File: config.mk
export PLATFORM = sky130hd
export DESIGN_NAME = inst_dispatch_ctrl
export DESIGN_NICKNAME = d
export VERILOG_FILES = /design/src/rtl/inst_dispatch_ctrl.sv
export SDC_FILE = /design/constraint.sdc
export NUM_CORES = 1
export LEC_CHECK = 0
export ABC_CLOCK_PERIOD_IN_PS = 7300
export CELL_PAD_IN_SITES_DETAIL_PLACEMENT = 1
export CELL_PAD_IN_SITES_GLOBAL_PLACEMENT = 1
export CORE_MARGIN = 2
export CORE_UTILIZATION = 53
export CTS_BUF_LIST = sky130_fd_sc_hd__clkbuf_4
export DETAILED_ROUTE_END_ITERATION = 6
export PLACE_DENSITY = 0.81
export SYNTH_ARGS = -nofsm -noshare
export SYNTH_HDL_FRONTEND = slang
export SYNTH_SLANG_ARGS = --single-unit
File: constraint.sdc
create_clock -name clock -period 7.3 [get_ports clock]
set_clock_uncertainty 0.1 [all_clocks]
set_input_delay 1.46 -clock clock [delete_from_list [all_inputs] [get_ports clock]]
set_output_delay 1.46 -clock clock [all_outputs]
set_load 0.005 [all_outputs]
File: src/rtl/inst_dispatch_ctrl.sv
// Instruction queue and dispatch sequencer: buffers fetched instructions, presents
// the head to the decoder and dispatches, drops, stalls or halts based on its outputs.
module inst_dispatch_ctrl #(
  parameter int DEPTH = 8,
  parameter int XLEN  = 32
) (
  input  logic                   clock,
  input  logic                   reset_n,
  input  logic                   flush,
  input  logic                   fetch_valid,
  input  logic [31:0]            fetch_inst,
  input  logic [XLEN-1:0]        fetch_pc,
  output logic                   fetch_ready,
  output logic                   dec_valid,
  output logic [31:0]            dec_inst,
  output logic [XLEN-1:0]        dec_pc,
  input  logic [1:0]             dec_fu,
  input  logic                   dec_halt,
  input  logic                   dec_illegal,
  input  logic                   rob_ready,
  input  logic [3:0]             rs_ready,
  output logic                   dispatch_valid,
  output logic [1:0]             dispatch_fu,
  output logic                   halted,
  output logic [$clog2(DEPTH):0] occupancy,
  output logic [15:0]            illegal_cnt
);

  localparam int AW = $clog2(DEPTH);
  localparam logic [AW:0] FULL = (AW+1)'(DEPTH);

  localparam logic [0:0] S_RUN  = 1'b0;
  localparam logic [0:0] S_HALT = 1'b1;

  typedef struct packed {
    logic [31:0]     inst;
    logic [XLEN-1:0] pc;
  } entry_t;

  entry_t        q_mem [DEPTH];
  entry_t        head_e;
  logic [AW-1:0] head, tail;
  logic [AW:0]   count;
  logic [0:0]    state;
  logic          run, push, pop, go_halt, drop;

  assign run         = (state == S_RUN);
  assign fetch_ready = run & (count < FULL) & ~flush;
  assign dec_valid   = run & (count != '0) & ~flush;
  assign push        = fetch_valid & fetch_ready;
  assign halted      = (state == S_HALT);
  assign occupancy   = count;

  // Head fields are zeroed when invalid so unwritten entries never leak X.
  assign head_e   = q_mem[head];
  assign dec_inst = dec_valid ? head_e.inst : '0;
  assign dec_pc   = dec_valid ? head_e.pc   : '0;

  always_comb begin
    pop            = 1'b0;
    drop           = 1'b0;
    go_halt        = 1'b0;
    dispatch_valid = 1'b0;
    if (dec_valid) begin
      if (dec_illegal) begin
        pop  = 1'b1;
        drop = 1'b1;
      end else if (dec_halt) begin
        if (rob_ready) begin
          pop            = 1'b1;
          dispatch_valid = 1'b1;
          go_halt        = 1'b1;
        end
      end else if (rob_ready & rs_ready[dec_fu]) begin
        pop            = 1'b1;
        dispatch_valid = 1'b1;
      end
    end
  end

  assign dispatch_fu = dispatch_valid ? dec_fu : 2'b00;

  always_ff @(posedge clock) begin
    if (push) q_mem[tail] <= '{inst: fetch_inst, pc: fetch_pc};
  end

  always_ff @(posedge clock or negedge reset_n) begin
    if (!reset_n) begin
      head  <= '0;
      tail  <= '0;
      count <= '0;
      state <= S_RUN;
    end else if (flush) begin
      head  <= '0;
      tail  <= '0;
      count <= '0;
      state <= S_RUN;
    end else begin
      if (push) tail <= tail + AW'(1);
      if (pop)  head <= head + AW'(1);
      case ({push, pop})
        2'b10:   count <= count + (AW+1)'(1);
        2'b01:   count <= count - (AW+1)'(1);
        default: count <= count;
      endcase
      if (go_halt) state <= S_HALT;
    end
  end

  // Survives flush; only reset clears the drop count.
  always_ff @(posedge clock or negedge reset_n) begin
    if (!reset_n)
      illegal_cnt <= '0;
    else if (drop && illegal_cnt != 16'hFFFF)
      illegal_cnt <= illegal_cnt + 16'd1;
  end

endmodule

**After elaboration in Yosys (flattened, before gate mapping)**

Memory sizes are Yosys's and may differ from the RTL's.
Cells that the tools add are included.

- Register bits after elaboration: 27
- RAM bits: 512
- Input bits: 77
- Output and inout port bits: 90
- Logic and storage cells: 57
- Memories kept: 1

Memory list:

| memory | words | bits a word | read ports | clocked after Yosys merged registers in | write ports | line | RTL |
|---|---|---|---|---|---|---|---|
| q_mem | 8 | 64 | 1 | 0 | 1 | 40 | `entry_t q_mem [DEPTH];` |

- Add/subtract/negate cells: 5
- $lt $le $gt $ge: 2
- Eq/ne operators: 3
- Multiplexer cells: 27
- Bitwise logic cells: 8
- Reductions and logical operators: 6

Operators by type and width:

| cell | count |
|---|---|
| $mux 32 | 2 |
| $mux 1 | 17 |
| $add 16x1->16 const B | 1 |
| $ne 16x16->1 const B | 1 |
| $mux 3 | 4 |
| $pmux 4 s2 | 1 |
| $add 3x1->3 const B | 2 |
| $and 1x1->1 | 6 |
| $reduce_bool 2->1 | 3 |
| $add 4x1->4 const B | 1 |
| $lt 4x4->1 const B | 1 |
| $mux 4 | 1 |
| $reduce_bool 4->1 | 1 |
| $sub 4x1->4 const B | 1 |
| $lt 2x3->1 const B | 1 |
| $reduce_bool 3->1 | 1 |
| $bmux 1 s2 | 1 |
| $eq 2x1->1 const B | 1 |
| $eq 2x2->1 const B | 1 |
| $mux 2 | 1 |
| $not 1->1 | 2 |
| $logic_and 1x1->1 | 1 |

**Logic depth before layout (Yosys ltp)**

- Word-level depth: 10
- Gate-level depth with buffers: 9
- Gate-level depth less buffers: 9

**Worst setup path before layout**

OpenSTA, ideal clock, no wires.

- Path kind: input to register
- Start: input port flush
- End: memory q_mem[0][0] (netlist bit) (enable)
- Library setup time: 565 ps
- Arrival: 6,440 ps
- Data required time: 6,635 ps
- Path slack: 195 ps
- Cell stages on the path: 3
- Buffers on the path: 0
- Path through: nor4b_2 nand2b_1 nor3_1

- Longest elaborated chain between the ends: 5

RTL lines:

| element | line | RTL |
|---|---|---|
| start: declaration | 9 | `input logic flush,` |
| $not 1->1 | 48 | `assign fetch_ready = run & (count < FULL) & ~flush;` |
| $and 1x1->1 | 48 |  |
| $and 1x1->1 | 50 | `assign push = fetch_valid & fetch_ready;` |
| $mux 1 | 84 | `if (push) q_mem[tail] <= '{inst: fetch_inst, pc: fetch_pc};` |
| $mux 1 (implied by the code) | 84 |  |
| end: declaration | 40 |  |

Every way passes these cells.

**Final worst setup path**

- Start: input port flush
- End: output port dec_pc[0]

- Longest elaborated chain between the ends: 3

RTL lines:

| element | line | RTL |
|---|---|---|
| $not 1->1 | 49 | `assign dec_valid = run & (count != '0) & ~flush;` |
| $and 1x1->1 | 49 |  |
| $mux 32 | 57 | `assign dec_pc = dec_valid ? head_e.pc : '0;` |
| end: declaration | 16 | `output logic [XLEN-1:0] dec_pc,` |

Every way passes these cells.

==> impl_metrics.csv <==
group,metric,value,unit
status,run_status,"finished clean",
synth,synthTopCellsByCount,"512 x edfxtp_1, 128 x mux4_2, 79 x nor2_1, 66 x mux2i_1, 27 x dfrtp_1",
sta,setup_viol,0,
worst_setup_path,ff2ff_path_depth,4,
power_and_ir_drop,power.switching,0.00202,W
run,drv_cap,0,
final_layout,drive_above_1_share,28.9,%
floorplan,num_rows,72,
synth,synth.avg_cell_area,21.6,sq um
final_layout,fill_cells,3264,
power_and_ir_drop,power_density,314,mW/mm^2
synth,synth-seq-cells,539,
clock_tree,cts.sinks,539,
synth,yosysTopAreaCell,"edfxtp_1",
worst_setup_path,crit_chain,"clkdlybuf4s50_1, nor2_1, nand2_2, buf_4, nor2_1, clkdlybuf4s50_1",
final_layout,multiInputGateArea,0.00472,sq mm
detailed_routing,drc_errors,0,
worst_setup_path,cp-end-kind,"primary output",
global_routing,grt_pass1_vias,12100,
synth,syn-cell-area,0.0209,sq mm
synth,yosys-top-cells-area,"edfxtp_1 74%, mux4_2 14%, dfrtp_1 3.2%",
sta,finalSetupTns,0,ns
placement,dpl.hpwl,26200,um
clock_tree,cts_made_buffers,137,
synth,synth_top_cell_area_share,73.5,%
power_and_ir_drop,ir_drop,0.000167,V
hold_path,holdPathStages,1,
sta,final.min_clock_period,5.55,ns
floorplan,initial_core_util,53.9,%
clock_tree,cts_tree,"yes",
detailed_routing,wirelength,46600,um
synth,synth-edff-count,512,
power_and_ir_drop,leakage,7.95,nW
synth,synthCells,970,
power_and_ir_drop,finalPower,0.00786,W
clock_tree,cts.repair.resized,0,
clock_tree,path_clk_slew,0.06,ns
synth,seq_area_frac_synth,76.7,%
worst_setup_path,path_class,"in -> out",
final_layout,nNetsFinal,1335,
clock_tree,cts_max_level,4,
hold_path,hold_class,"reg -> reg",
power_and_ir_drop,p_int,0.00584,W
final_layout,fin_util,64.6,%
detailed_routing,vias,10600,
sta,fmax,0.180,GHz
final_layout,area_growth,19.9,%
worst_setup_path,critPathRequiredTime,5.74,ns
global_routing,grt_pass1_wl,71600,um
floorplan,die_h,203,um
floorplan,dieArea,0.0411,sq mm
worst_setup_path,worst-path-max-fanout,32,
synth,yosysWarningCount,0,
global_routing,grt_usage,23.6,%
worst_setup_path,slowest_stage,"clkdlybuf4s50_1",
floorplan,fp.dieW,203,um
final_layout,regArea,0.0161,sq mm
global_routing,antenna_found_initial,2,
synth,postSynth.asyncResetShare,5.01,%
floorplan,design.core.area,0.0388,sq mm
placement,io_buffers,166,
sta,hold_viol,0,
clock_tree,hold_buffers,0,
power_and_ir_drop,p_seq_share,46.3,%
clock_tree,post_cts.repair.setup_buffers,0,
power_and_ir_drop,switching_share,25.7,%
detailed_routing,drtAntennaViolNets,0,
clock_tree,cts_root_buf,"clkbuf_4",
floorplan,io_pins,167,
detailed_routing,wl_per_cell,25.1,um
clock_tree,insertion_delay,0.78,ns
placement,gp_congestion,0.762,
global_routing,globalRoute.totalOverflow,0,
synth,synth.distinct_cells,51,
worst_setup_path,critPathMaxStageDelay,0.66,ns
synth,yosysMostFrequentCell,"edfxtp_1",
sta,slew_headroom,37.0,%
power_and_ir_drop,clkPwrFrac,33.0,%
detailed_routing,drt_iter0_markers,749,
sta,tightest_slew,0.942,ns
sta,finalMaxSlewViolations,0,
clock_tree,cts_max_path_buffers,3,
synth,synth_nets,1052,
sta,grt_setup_unrepaired,"false",
detailed_routing,first_pass_iters,5,
detailed_routing,viasPerCell,5.71,
worst_setup_path,crit_path_start_kind,"input pin",
global_routing,grt_max_degree,83,
synth,ys.flop_type,"edfxtp_1",
sta,period_share,76.0,%
worst_setup_path,arrival,3.99,ns
power_and_ir_drop,p_comb_share,20.7,%
-- through the flow --
step,setup slack [ns],std cells,instance area [sq um],hold slack (ns)
2_1_floorplan,0.195,970,20900,0.381
6_report,1.75,1858,25100,0.395
4_1_cts,1.67,1856,25100,0.397
3_5_place_dp,1.70,1632,23300,0.388
5_1_grt,1.51,1858,25100,0.415
3_3_place_gp,1.85,1632,23300,0.382
-- path summary, 6_finish.rpt --
path,slack (ns),from,to
max,1.75,flush,dec_pc[0]
min,0.39,illegal_cnt[15],illegal_cnt[15]
max reg2reg,3.96,occupancy[3],q_mem[7][42]
min reg2reg,0.39,illegal_cnt[15],illegal_cnt[15]
max in group asynchronous,5.80,reset_n,head[0]
min in group asynchronous,0.97,reset_n,illegal_cnt[7]
-- area by class of cell --
type | count | share of cell area [%]
inverter | 3 | 0.0449
antenna | 2 | 0.0200
clock buffer | 196 | 5.87
sequential | 539 | 64.1
tap | 518 | 2.59
multi-input combinational | 384 | 18.8
clock inverter | 28 | 1.10
timing repair buffer | 188 | 7.49
-- layout by cell type (no fill, tap or decap), types with 4 or more instances in the layout --
master / n
dfrtp_1: 24
clkinv_1: 14
nor3_1: 4
clkdlybuf4s50_1: 166
edfxtp_1: 512
xnor2_1: 13
nor2_4: 6
bufinv_16: 6
xor2_1: 4
mux4_2: 128
nor2_1: 73
ha_1: 5
nand2_1: 11
nand2b_1: 8
o21ai_0: 5
nand3_1: 9
buf_4: 18
mux2i_1: 66
inv_2: 5
buf_12: 4
clkbuf_4: 196
-- state kept, by name, summed over array words and instances, names as in the netlist --
register     cells
halted           1
illegal_cnt     16
head             3
occupancy        4
tail             3
q_mem          512
-- cell families after synthesis --
kind of cell / share of synthesized area (%)
AOI/OAI and AO/OA: 1.01
xor gates and xnor gates: 0.712
adders and majority gates: 0.299
buffers and inverters: 0.963
DFF: 76.7
muxes: 17.1
and+or+nand+nor: 3.16
-- power groups by stage --
stage               Sequential, W  Clock [W]  Combinational (W)
floorplan                 0.00362          0            0.00107
global placement          0.00370          0            0.00161
detailed placement        0.00371          0            0.00165
CTS                       0.00365    0.00268            0.00167
global route              0.00367    0.00282            0.00176
finish                    0.00364    0.00259            0.00163
-- per-layer routing --
layer	part of all wire (%)	global-route usage (%)
met5	0	0
met4	1.8	8.19
met3	5.0	5.68
met2	52	39.6
met1	41	30.5
-- critical path: cells and delay by family --
family	cells	cell delay, ns
simple gates	3	0.91
buf+inv	3	1.58
Note: power is estimated with default switching activity, not from simulation.
